**src/rtl/cdb_arbiter.sv**
```systemverilog
// cdb_arbiter: common data bus arbiter. Grants at most one functional-unit
// result per cycle using rotating round-robin priority and broadcasts the
// winner on a registered CDB one cycle later. Losing FUs are back-pressured
// through fu_ready. A flush kills the pending broadcast and blocks grants.
//
// Optional feature (compile-time macro CDB_STALL_CNT_EN): adds a 16-bit
// saturating counter, cdb_stall_cnt. It counts the cycles in which at least
// one requesting FU was left without a grant.
module cdb_arbiter #(
  parameter  int NUM_FUS     = 4,
  parameter  int ROB_ENTRIES = 32,
  parameter  int NUM_PREGS   = 64,
  parameter  int XLEN        = 32,
  localparam int PTR_W       = $clog2(NUM_FUS),
  localparam int ROB_W       = $clog2(ROB_ENTRIES),
  localparam int PREG_W      = $clog2(NUM_PREGS)
) (
  input  logic                      clk,
  input  logic                      rst,
  input  logic                      flush,
  input  logic [NUM_FUS-1:0]        fu_valid,
  output logic [NUM_FUS-1:0]        fu_ready,
  input  logic [NUM_FUS*ROB_W-1:0]  fu_rob_idx,
  input  logic [NUM_FUS*PREG_W-1:0] fu_dst_preg,
  input  logic [NUM_FUS-1:0]        fu_wr_en,
  input  logic [NUM_FUS*XLEN-1:0]   fu_data,
  input  logic [NUM_FUS-1:0]        fu_br_taken,
  output logic                      cdb_valid,
  output logic [ROB_W-1:0]          cdb_rob_idx,
  output logic [PREG_W-1:0]         cdb_dst_preg,
  output logic                      cdb_wr_en,
  output logic [XLEN-1:0]           cdb_data,
  output logic                      cdb_br_taken
`ifdef CDB_STALL_CNT_EN
  ,
  output logic [15:0]               cdb_stall_cnt
`endif
);

  logic [PTR_W-1:0]   rr_ptr;
  logic [PTR_W-1:0]   nxt_ptr;
  logic [NUM_FUS-1:0] gnt;
  logic               gnt_any;
  logic [PTR_W-1:0]   gnt_idx;

  logic [ROB_W-1:0]   rob_sel;
  logic [PREG_W-1:0]  preg_sel;
  logic [XLEN-1:0]    data_sel;
  logic               wr_sel;
  logic               br_sel;

  logic               vld_p1;
  logic [ROB_W-1:0]   rob_p1;
  logic [PREG_W-1:0]  preg_p1;
  logic [XLEN-1:0]    data_p1;
  logic               wr_p1;
  logic               br_p1;

  // Round-robin scan starting at rr_ptr; flush or reset suppresses any grant.
  always_comb begin : grant_scan
    int               idx;
    logic [PTR_W-1:0] sel;
    gnt     = '0;
    gnt_any = 1'b0;
    gnt_idx = '0;
    idx     = 0;
    sel     = '0;
    for (int k = 0; k < NUM_FUS; k++) begin
      idx = int'(rr_ptr) + k;
      if (idx >= NUM_FUS) idx = idx - NUM_FUS;
      sel = idx[PTR_W-1:0];
      if (!gnt_any && fu_valid[sel]) begin
        gnt_any  = 1'b1;
        gnt[sel] = 1'b1;
        gnt_idx  = sel;
      end
    end
    if (flush || !rst) begin
      gnt     = '0;
      gnt_any = 1'b0;
    end
  end

  assign fu_ready = gnt;
  assign nxt_ptr  = (gnt_idx == PTR_W'(NUM_FUS - 1)) ? '0 : gnt_idx + 1'b1;

  // One-hot mux of the granted FU's result fields.
  always_comb begin
    rob_sel  = '0;
    preg_sel = '0;
    data_sel = '0;
    wr_sel   = 1'b0;
    br_sel   = 1'b0;
    for (int i = 0; i < NUM_FUS; i++) begin
      if (gnt[i]) begin
        rob_sel  = fu_rob_idx[i*ROB_W +: ROB_W];
        preg_sel = fu_dst_preg[i*PREG_W +: PREG_W];
        data_sel = fu_data[i*XLEN +: XLEN];
        wr_sel   = fu_wr_en[i];
        br_sel   = fu_br_taken[i];
      end
    end
  end

  // Priority pointer advances past the winner; holds when nothing is granted.
  always_ff @(posedge clk or negedge rst) begin
    if (!rst) begin
      rr_ptr <= '0;
    end else if (gnt_any) begin
      rr_ptr <= nxt_ptr;
    end
  end

  // CDB broadcast register: capture the winner, clear on flush or idle.
  always_ff @(posedge clk or negedge rst) begin
    if (!rst) begin
      vld_p1  <= 1'b0;
      rob_p1  <= '0;
      preg_p1 <= '0;
      data_p1 <= '0;
      wr_p1   <= 1'b0;
      br_p1   <= 1'b0;
    end else if (flush) begin
      vld_p1  <= 1'b0;
      rob_p1  <= '0;
      preg_p1 <= '0;
      data_p1 <= '0;
      wr_p1   <= 1'b0;
      br_p1   <= 1'b0;
    end else if (gnt_any) begin
      vld_p1  <= 1'b1;
      rob_p1  <= rob_sel;
      preg_p1 <= preg_sel;
      data_p1 <= data_sel;
      wr_p1   <= wr_sel;
      br_p1   <= br_sel;
    end else begin
      vld_p1  <= 1'b0;
      wr_p1   <= 1'b0;
      br_p1   <= 1'b0;
    end
  end

  assign cdb_valid    = vld_p1;
  assign cdb_rob_idx  = rob_p1;
  assign cdb_dst_preg = preg_p1;
  assign cdb_data     = data_p1;
  assign cdb_wr_en    = wr_p1;
  assign cdb_br_taken = br_p1;

`ifdef CDB_STALL_CNT_EN
  logic [15:0] stall_cnt;

  // Count cycles with an unserved requester (flush cycles included); saturate.
  always_ff @(posedge clk or negedge rst) begin
    if (!rst) begin
      stall_cnt <= '0;
    end else if (|(fu_valid & ~gnt) && (stall_cnt != 16'hFFFF)) begin
      stall_cnt <= stall_cnt + 16'd1;
    end
  end

  assign cdb_stall_cnt = stall_cnt;
`endif

endmodule

```
**config.mk**
```make
export PLATFORM = sky130hd
export DESIGN_NAME = cdb_arbiter
export DESIGN_NICKNAME = d
export VERILOG_FILES = /design/src/rtl/cdb_arbiter.sv
export SDC_FILE = /design/constraint.sdc
export NUM_CORES = 1
export LEC_CHECK = 0
export CORE_MARGIN = 4
export CORE_UTILIZATION = 30
export CTS_BUF_LIST = sky130_fd_sc_hd__clkbuf_8
export CTS_CLUSTER_SIZE = 14
export DETAILED_ROUTE_END_ITERATION = 7
export GPL_ROUTABILITY_DRIVEN = 0
export MAX_ROUTING_LAYER = met4
export PLACE_DENSITY = 0.62
export SYNTH_ARGS = -nofsm -noshare
export SYNTH_HDL_FRONTEND = slang
export SYNTH_SLANG_ARGS = --single-unit
```
**constraint.sdc**
```tcl
create_clock -name clk -period 3.6 [get_ports clk]
set_clock_uncertainty 0.05 [all_clocks]
set_input_delay 0.72 -clock clk [delete_from_list [all_inputs] [get_ports clk]]
set_output_delay 0.72 -clock clk [all_outputs]
set_load 0.005 [all_outputs]
```
Word-level counts from Yosys, hierarchy flattened
Index checks and enable logic that the tools add are counted.
W data, S select, Z words.
{"block": "op_classes", "addsub": 8, "magnitude_cmp": 12, "n_eq_ne": 1, "n_mux": 67, "n_bitwise": 3, "reduce_logical": 13}
{"op": "$mux W32", "n": 6}
{"op": "$mux W6", "n": 6}
{"op": "$mux W5", "n": 6}
{"op": "$mux W1", "n": 27}
{"op": "$mux W4", "n": 5}
{"op": "$mux W2", "n": 9}
{"op": "$lt A2 B3 Y1 const B", "n": 4}
{"op": "$or A4 B4 Y4", "n": 3}
{"op": "$ge A3 B3 Y1 const B", "n": 3}
{"op": "$bmux W1 S2", "n": 4}
{"op": "$demux W1 S2", "n": 4}
{"op": "$ge A2 B1 Y1 const B", "n": 4}
{"op": "$sub A2 B1 Y2 const B", "n": 4}
{"op": "$logic_and A1 B1 Y1", "n": 7}
{"op": "$add A2 B2 Y3 const B", "n": 2}
{"op": "$logic_not A1 Y1", "n": 4}
{"op": "$add A2 B1 Y3 const B", "n": 1}
{"op": "$ge A2 B3 Y1 const B", "n": 1}
{"op": "$add A2 B1 Y2 const B", "n": 1}
{"op": "$eq A2 B2 Y1 const B", "n": 1}
{"op": "$reduce_bool A2 Y1", "n": 1}
{"op": "$logic_or A1 B1 Y1", "n": 1}
{"block": "word_totals", "ff_bits": 48, "input_bits": 187, "output_inout_bits": 50, "wordCells": 111}

Depth between registers and ports, before layout
Gate-level depths: netlist (run 1).
{"block": "depth", "ltp_word": 21, "depth_mapped": 14, "ltp_nobuf": 8}

Least setup slack after synthesis (run 1)
No wires, ideal clock.
{"block": "synth_path", "path_kind": "register to output", "from": "register with a tool-made name", "to": "output fu_ready[3]", "t_arrival_ns": 2.586, "required_ns": 2.830, "slack_ns": 0.244, "path_stages_with_launch": 11, "n_path_buf": 4, "cell_sequence": "dfrtp_1 > buf_4 > inv_1 > ha_1 > buf_2 > mux4_2 > buf_6 > nand3b_1 > a21o_1 > a21oi_2 > buf_2"}
{"element": "end: declaration", "line_no": "22", "text": "output logic [NUM_FUS-1:0] fu_ready,"}

Final worst setup path (run 1)
{"block": "layout_path", "from": "input fu_valid[1]", "to": "output fu_ready[1]"}
{"block": "layout_between", "elab_chain_len": 13, "elab_cells_between_ends": 25, "classes_between": "16 x mux; 3 x bitwise; 6 x reduce/logical"}
{"element": "start: declaration", "line_no": "21", "text": "input logic [NUM_FUS-1:0] fu_valid,"}
{"element": "$bmux W1 S2", "line_no": "72", "text": "if (!gnt_any && fu_valid[sel]) begin"}
{"element": "$mux W1 (not written as such)", "line_no": "72"}
{"element": "$mux W1", "line_no": "72"}
{"element": "$logic_not A1 Y1", "line_no": "72"}
{"element": "$logic_and A1 B1 Y1", "line_no": "72"}
{"element": "$mux W1", "line_no": "72"}
{"element": "$logic_not A1 Y1", "line_no": "72"}
{"element": "$logic_and A1 B1 Y1", "line_no": "72"}
{"element": "$mux W1", "line_no": "72"}
{"element": "$logic_not A1 Y1", "line_no": "72"}
{"element": "$logic_and A1 B1 Y1", "line_no": "72"}
{"element": "$mux W4 *", "line_no": "72"}
{"element": "$mux W4 *", "line_no": "78", "text": "if (flush || !rst) begin"}
Every way passes the cells marked *; elsewhere a longest branch is shown, timed or not. The select of a mux whose other input is x is not followed.

==> impl_metrics.yaml, run 1 <==
worst_setup_path:
  worstSetupStartpointType: "input port"
  critPathRequiredTime_ps: 2830
  crit_buf_inv: 4
  crit_path_frequent_cell: "buf_4"
  max_stage_delay_ps: 500
  crit_chain: "dlygate4sd2_1 -> buf_4 -> nand3b_1 -> a2111oi_4 -> buf_4 -> o21ai_1 -> nand2b_1 -> and2_1 -> clkdlybuf4s50_1"
  slowest_stage: "clkdlybuf4s50_1"
  critPathTopFamily: "buffers and inverters"
  arrival_ps: 2720
  crit_fanout: 7
  rrSetupSlack_ps: 380
  crit_path_end_kind: "output pin"
  critPathKind: "input port to output pin"
power_and_ir_drop:
  p_per_area_nw_per_um2: 558
  vdd_drop_max_v: 0.000362
  p_leak_nw: 2.62
  power_w: 0.00424
clock_tree:
  clock-sinks: 48
  cts.clk_slew.worst_paths_ps: 90
  clk_latency_ps: 310
  cts.hold.buffers_added: 0
  h-tree-depth: 2
  cts_tree: "done"
  clockRootBuffer: "clkbuf_8"
  cts_buffers: 5
  ctsLongestPathBuffers: 2
placement:
  port_buffers: 236
  dp_slack_ps: -213
  dp_hpwl_um: 15800
logic_synthesis:
  yosys_warnings: 0
  ys_seq_elements: 48
  ys_top_cells_by_area: "dfrtp_1, a21oi_1, a32oi_1"
  synth_top_area_share_pct: 24.9
  synth_edf_count: 0
  synthesis.area_um2: 4830
  syn_area_per_cell_um2: 7.48
  yosys.area.top_type: "dfrtp_1"
  synthFlopType: "dfrtp_1"
  post_synth_num_cell_types: 46
  ys_seq_area_share_pct: 24.9
  mappedNetlistNets: 840
  async_flop_share_pct: 100
  syn-instance-count: 646
grt:
  track_usage_pct: 24.4
  grt_max_degree: 46
  overflow: 0
  busiest_layer: "met2"
  met2_usage_pct: 40.3
  grtUsageMet1_pct: 29.0
  grt_pass1_wl_um: 34400
  grt_pass1_vias: 6509
  antenna_found_initial: 0
  grt_util_met3_pct: 5.85
die:
  die-area_um2: 18200
  initial_utilization_pct: 30.5
  fp.dieH_um: 135
  num_rows: 46
  fp.dieW_um: 135
  io_pins: 237
  core-area_um2: 15800
sta:
  hold_viol: 0
  tns_ps: 0
  final_max_slew_viol_count: 0
  finalCritPeriodShare_pct: 96.9
  tightest_slew_ps: 1250
  min_period_ps: 3490
  setup_viol: 0
  rsz0062_at_grt: "false"
  fin_ws_ps: 111
  relSlewSlack_pct: 16.2
  fmax_ghz: 0.287
cells_and_area:
  final-seq-area_um2: 1200
  nets: 1058
  area_delta_synth_final_pct: 57.5
  finish.utilization_pct: 48.1
  nFillCells: 1527
  drive_above_1_share_pct: 9.14
  multi_input_area_um2: 3330
  n_antenna_cell: 0
drt:
  drtIter0Drc: 394
  drt_pass1_iterations: 7
  drc: 0
  post_drt_wl_per_cell_um: 20.9
  wl_um: 22600
  vias: 6349
  routed_via_density: 5.88
  ant_nets: 0
flow_run:
  maxCapViolations: 0
min_path:
  hold_class: "input port to async pin"
run_status:
  status: "finished, final reports clean"
==> placed cells by master, fill, tap and decap left out, types with 6 or more instances in the layout <==
| master | Yosys | layout |
|---|---|---|
| a211oi_1 | 46 | 46 |
| a21oi_1 | 93 | 93 |
| a32oi_1 | 43 | 43 |
| buf_4 | 1 | 47 |
| clkdlybuf4s50_1 | 0 | 228 |
| dfrtp_1 | 48 | 48 |
| dlygate4sd2_1 | 0 | 7 |
| inv_1 | 7 | 6 |
| nand2_1 | 45 | 45 |
| nand2b_1 | 45 | 45 |
| nand4_1 | 43 | 43 |
| nor2_1 | 51 | 50 |
| nor3_1 | 45 | 45 |
| o211ai_1 | 43 | 43 |
| o21ai_0 | 10 | 9 |
==> synth_stat cells (10+ instances only) <==
library cell  number
clkbuf_1          40
nor3_1            45
nand2b_1          45
a21oi_1           93
a211oi_1          46
a32oi_1           43
o211ai_1          43
nand2_1           45
nand4_1           43
o21ai_0           10
nor2_1            51
buf_2             23
dfrtp_1           48
==> stage by stage <==
stage	hold slack, ps	cell area, um^2	std cells
2_1_floorplan	374	4830	646
4_1_cts	202	7570	1078
3_3_place_gp	439	7490	1070
6_report	220	7610	1080
3_5_place_dp	450	7490	1070
5_1_grt	198	7610	1080
==> worst register-to-register path, cell delays in order (launching register included) <==
cell and delay, ps:
dfrtp_1 360, inv_1 120, ha_4 340, mux4_2 390
a21oi_1 180, a22o_2 190, buf_4 500, o2111a_2 320
buf_4 340, a32oi_1 200, o211ai_1 140
==> registers in the layout (all words and copies together) (netlist names), named ones only <==
register,cells
cdb_wr_en,1
cdb_rob_idx,5
cdb_data,32
cdb_valid,1
cdb_dst_preg,6
cdb_br_taken,1
rr_ptr,1
==> final timing paths <==
kind	from	endpoint	cells past startpoint
setup / recovery	fu_valid[1]	fu_ready[1]	9
hold / removal	rst	cdb_data[24]	1
setup reg to reg	rr_ptr[1]	cdb_dst_preg[0]	10
hold reg to reg	cdb_data[1]	cdb_data[1]	2
max in group asynchronous	rst	cdb_data[27]	2
min in group clk	cdb_data[1]	cdb_data[1]	2
==> per-layer routing <==
layer	share of wire, %	vias up
met1	40	3021
met3	10	39
li1	-	2922
met2	47	367
met5	0	-
met4	2.5	0
==> power breakdown <==
group          total [W]  switching [W]  internal, W
Combinational    0.00308        0.00177      0.00131
Sequential      0.000825       0.000117     0.000708
Clock           0.000339       0.000209     0.000130
==> final cells by class <==
class	count	share of cell area [%]
flip-flops and latches	48	15.8
repair buffers	283	35.5
inverters	7	0.345
well taps	216	3.55
clock buffers	5	0.904
clock inverters	2	0.115
multi-input cells	519	43.8
==> timing repair <==
action                     CTS  global route
buffers inserted             1             2
gates resized for setup      9             4
setup endpoints to repair    4             2
==> cells by family after synthesis <==
| kind of cell | after synthesis | synth area share, % |
|---|---|---|
| flip-flops | 48 | 24.9 |
| multiplexers | 6 | 2.05 |
| adder cells (fa/ha/maj) | 7 | 1.81 |
| AND/OR/NAND/NOR | 247 | 26.4 |
| XOR/XNOR | 1 | 0.181 |
| buffers and inverters | 79 | 7.90 |
| AO/OA/AOI/OAI | 258 | 36.8 |
Note: power is estimated with default switching activity, not from simulation.
==> run 2: changes to the inputs <==
--- a/config.mk
+++ b/config.mk
@@ -5,7 +5,6 @@
 export SDC_FILE = /design/constraint.sdc
 export NUM_CORES = 1
 export LEC_CHECK = 0
-export CORE_MARGIN = 4
 export CORE_UTILIZATION = 30
 export CTS_BUF_LIST = sky130_fd_sc_hd__clkbuf_8
 export CTS_CLUSTER_SIZE = 14
==> impl_metrics.yaml, run 2 (synthesis gave the netlist of run 1 again) <==
run_status:
  status: "finished, final reports clean"
die:
  core-area_um2: 15800
  fp.dieH_um: 129
  num_rows: 46
  fp.dieW_um: 129
  die-area_um2: 16600
  io_pins: 237
  initial_utilization_pct: 30.5
grt:
  grt_pass1_vias: 6257
  grt_max_degree: 46
  busiest_layer: "met2"
  grtUsageMet1_pct: 31.8
  met2_usage_pct: 45.3
  overflow: 0
  track_usage_pct: 26.7
  grt_util_met3_pct: 5.86
  antenna_found_initial: 0
  grt_pass1_wl_um: 33100
drt:
  drt_pass1_iterations: 4
  routed_via_density: 5.79
  drtIter0Drc: 388
  wl_um: 21900
  vias: 6295
  ant_nets: 0
  post_drt_wl_per_cell_um: 20.1
  drc: 0
worst_setup_path:
  crit_buf_inv: 4
  crit_path_frequent_cell: "buf_4"
  worstSetupStartpointType: "input port"
  crit_path_end_kind: "output pin"
  critPathKind: "input port to output pin"
  rrSetupSlack_ps: 370
  critPathTopFamily: "buffers and inverters"
  reg2reg_depth: 12
  max_stage_delay_ps: 520
  crit_fanout: 9
  critPathRequiredTime_ps: 2830
  slowest_stage: "mux4_2"
  worstReg2RegEnd: "cdb_data[26]"
  crit_chain: "clkdlybuf4s50_1 -> buf_4 -> mux4_2 -> buf_4 -> a21oi_1 -> a21oi_2 -> nand2b_4 -> and2_1 -> dlygate4sd2_1"
  arrival_ps: 2770
sta:
  fin_ws_ps: 59.4
  setup_viol: 0
  finalCritPeriodShare_pct: 98.3
  final_max_slew_viol_count: 0
  hold_viol: 0
  relSlewSlack_pct: 16.5
  tightest_slew_ps: 1250
  tns_ps: 0
  min_period_ps: 3540
  rsz0062_at_grt: "false"
  fmax_ghz: 0.282
power_and_ir_drop:
  power_frac_seq_pct: 18.8
  clkPwrFrac_pct: 8.8
  p_sw_share_pct: 48.7
  internal_power_w: 0.00222
  power.switching_w: 0.00211
  power_frac_comb_pct: 72.4
  vdd_drop_max_v: 0.000390
  p_leak_nw: 2.66
  p_per_area_nw_per_um2: 564
flow_run:
  maxCapViolations: 0
clock_tree:
  h-tree-depth: 2
  cts_buffers: 5
  cts_tree: "done"
  ctsLongestPathBuffers: 2
  cts.clk_slew.worst_paths_ps: 120
  clk_latency_ps: 320
  clockRootBuffer: "clkbuf_8"
  clock-sinks: 48
cells_and_area:
  n_antenna_cell: 0
  final_cell_mix: "clkdlybuf4s50_1, a21oi_1, buf_4"
  drive_above_1_share_pct: 10.1
  final_cells: 1087
  nFillCells: 1490
  largest_reg_flops: 32
  final_area_um2: 7670
  nets: 1064
  final_common_cell: "clkdlybuf4s50_1"
  area_delta_synth_final_pct: 58.7
placement:
  place_area_um2: 7530
  dp_slack_ps: -204
  dp.cells: 1073
  port_buffers: 236
  dp_hpwl_um: 14800
min_path:
  hold_class: "input port to async pin"
[run 2: cell type report]
class / count / area [um^2] / area share, %
tap: 216 / 270 / 3.52
timing repair buffer: 289 / 2760 / 35.9
inverter: 7 / 26.3 / 0.343
sequential: 48 / 1200 / 15.7
clock inverter: 2 / 11.3 / 0.147
clock buffer: 6 / 82.6 / 1.08
multi-input combinational: 519 / 3320 / 43.3
[run 2: layer usage]
metal  share of wire [%]  wire length, um  vias to the layer above
met5                   0                0                        -
met4                 1.7              377                        0
met3                 8.6             1870                       30
met2                  48            10400                      326
met1                  42             9220                     3002
li1                    -                -                     2937
[run 2: power by group through the flow]
stage          registers [W]  logic [W]  clock network [W]
6_report            0.000815    0.00313           0.000380
3_5_place_dp        0.000820    0.00303                  0
2_1_floorplan       0.000829    0.00177                  0
5_1_grt             0.000832    0.00340           0.000414
3_3_place_gp        0.000822    0.00297                  0
4_1_cts             0.000815    0.00307           0.000394
[run 2: worst max-delay path by stage]
stage / start / end / depth (start not counted)
2_1_floorplan: flip-flop / fu_ready[3] / 10
3_3_place_gp: fu_valid[0] / fu_ready[2] / 7
3_5_place_dp: fu_valid[1] / fu_ready[3] / 7
4_1_cts: fu_valid[1] / fu_ready[3] / 9
5_1_grt: fu_valid[1] / fu_ready[0] / 8
6_report: fu_valid[1] / fu_ready[1] / 9
[run 2: repair_timing]
item | 4_1_cts | 5_1_grt
pin swaps | 1 | 1
gates resized for setup | 6 | 6
setup endpoints to repair | 4 | 3
hold buffers | 0 | 0
buffers inserted | 3 | 3
[run 2: through the flow]
stage | util [%] | power [W] | hold slack, ps
2_1_floorplan | - | 0.00260 | 374
3_3_place_gp | 47.5 | 0.00380 | 441
3_5_place_dp | 47.5 | 0.00385 | 451
4_1_cts | 48.3 | 0.00428 | 364
5_1_grt | 48.4 | 0.00465 | 373
6_report | 48.4 | 0.00433 | 356
[run 2: worst reg2reg max path: cells and delay by family, from the launching register on]
kind	cells	cell delay [ps]
buffers and inverters	5	930
DFF	1	360
adders and majority gates	1	480
muxes	1	410
AOI/OAI and AO/OA	5	930
==> run 3: changes to the inputs <==
--- a/config.mk
+++ b/config.mk
@@ -12,6 +12,7 @@
 export GPL_ROUTABILITY_DRIVEN = 0
 export MAX_ROUTING_LAYER = met4
 export PLACE_DENSITY = 0.62
+export REMOVE_ABC_BUFFERS = 1
 export SYNTH_ARGS = -nofsm -noshare
 export SYNTH_HDL_FRONTEND = slang
 export SYNTH_SLANG_ARGS = --single-unit
==> impl_metrics.yaml, run 3 (synthesis gave the netlist of run 1 again) <==
run_status:
  status: "finished, final reports clean"
sta:
  relSlewSlack_pct: 15.8
  fmax_ghz: 0.281
  hold_viol: 0
  finalCritPeriodShare_pct: 99.0
  final_max_slew_viol_count: 0
  min_period_ps: 3560
  tightest_slew_ps: 1260
  fin_ws_ps: 37.6
  setup_viol: 0
  whs_ps: 409
cells_and_area:
  largest_reg_flops: 32
  nets: 1061
  drive_above_1_share_pct: 9.56
  final_common_cell: "clkdlybuf4s50_1"
  area_delta_synth_final_pct: 59.4
  final_cell_mix: "clkdlybuf4s50_1, a21oi_1, nor2_1"
  final_cells: 1084
  n_antenna_cell: 0
placement:
  dp_hpwl_um: 14900
  dp_slack_ps: -294
  port_buffers: 236
  dp.cells: 1072
worst_setup_path:
  arrival_ps: 2790
  slowest_stage: "clkdlybuf4s50_1"
  worstReg2RegEnd: "cdb_data[2]"
  crit_buf_inv: 3
  critPathTopFamily: "buffers and inverters"
  crit_chain: "clkdlybuf4s15_1 -> or3b_4 -> a2111oi_4 -> buf_4 -> o21ai_1 -> nand2b_1 -> and2_1 -> clkdlybuf4s50_1"
  crit_fanout: 7
  worstSetupStartpointType: "input port"
  reg2reg_depth: 11
  critPathKind: "input port to output pin"
  critPathRequiredTime_ps: 2830
  crit_path_end_kind: "output pin"
  max_stage_delay_ps: 490
  rrSetupSlack_ps: 350
drt:
  routed_via_density: 5.82
  post_drt_wl_per_cell_um: 20.7
  ant_nets: 0
  drtIter0Drc: 376
  drt_pass1_iterations: 5
  wl_um: 22400
  drc: 0
  vias: 6310
min_path:
  hold_class: "input port to async pin"
clock_tree:
  clockRootBuffer: "clkbuf_8"
  cts_tree: "done"
  clk_latency_ps: 330
  cts.clk_slew.worst_paths_ps: 110
  ctsLongestPathBuffers: 2
  cts_buffers: 5
  clock-sinks: 48
  h-tree-depth: 2
grt:
  track_usage_pct: 27.4
  grt_pass1_vias: 6437
  grt_pass1_wl_um: 34200
  grt_max_degree: 46
  overflow: 0
  antenna_found_initial: 0
die:
  io_pins: 237
  fp.dieW_um: 129
  initial_utilization_pct: 30.5
  num_rows: 46
  die-area_um2: 16600
  fp.dieH_um: 129
  core-area_um2: 15800
power_and_ir_drop:
  vdd_drop_max_v: 0.000399
  p_leak_nw: 2.65
  p_per_area_nw_per_um2: 567
flow_run:
  maxCapViolations: 0
run 3: cell count changes in the layout (fill, tap and decap cells not counted), sizes merged:
cell / before / now
clkdlybuf4s15: 0 / 1
mux4: 3 / 4
buf: 54 / 50
dlygate4sd2: 2 / 5
clkinvlp: 1 / 2
clkdlybuf4s50: 231 / 229
clkbuf: 8 / 6
inv: 8 / 7
run 3: power breakdown:
part	switching (W)	internal (W)	total, W	leakage, nW
sequential	0.000103	0.000707	0.000810	0.652
combinational	0.00183	0.00133	0.00316	1.95
clock	0.000237	0.000157	0.000394	0.0434
run 3: how the worst max path moves through the flow:
stage / endpoint / depth (start not counted) / startpoint / slack, ps
global placement: fu_ready[1] / 8 / fu_valid[1] / -240
finish: fu_ready[1] / 8 / fu_valid[1] / 40
global route: fu_ready[1] / 8 / fu_valid[1] / -20
detailed placement: fu_ready[1] / 8 / fu_valid[1] / -290
floorplan: fu_ready[3] / 6 / flip-flop / -1040
CTS: fu_ready[1] / 8 / flip-flop / 30
run 3: worst register-to-register path: cells and delay by family (launching register included):
family	cells	cell delay (ps)
buffers and inverters	4	1000
adder cells (fa/ha/maj)	1	330
flip-flops	1	390
AO/OA/AOI/OAI	5	1010
multiplexers	1	380
run 3: layer usage:
metal,track usage (%),vias up,part of all wire [%],wire (um)
met5,-,-,0,0
met4,8.72,0,2.0,447
met3,4.91,39,8.3,1870
met2,47.5,318,50,11100
met1,31.9,3016,40,8960
li1,-,2937,-,-
run 3: final cells by class:
type	count	area (um^2)
Sequential cell	48	1200
Fill cell	1543	8130
Clock inverter	2	15.0
Clock buffer	6	82.6
Multi-Input combinational cell	520	3360
Inverter	7	26.3
Timing Repair Buffer	285	2750
Tap cell	216	270
run 3: through the flow:
stage	utilization (%)	setup TNS (ps)	total power [W]	instance area, um^2
3_3_place_gp	47.6	-5500	0.00378	7530
5_1_grt	48.7	-24.4	0.00467	7700
4_1_cts	48.5	0	0.00430	7670
2_1_floorplan	-	-38440	0.00241	4480
6_report	48.7	0	0.00437	7700
3_5_place_dp	47.6	-9650	0.00385	7530
run 3: repair_timing:
action | 4_1_cts | 5_1_grt
buffers inserted | 3 | 0
gates resized for setup | 9 | 5
pin swaps | 0 | 1
cloned | 1 | 0
hold buffers | 0 | 0
setup endpoints to repair | 4 | 2
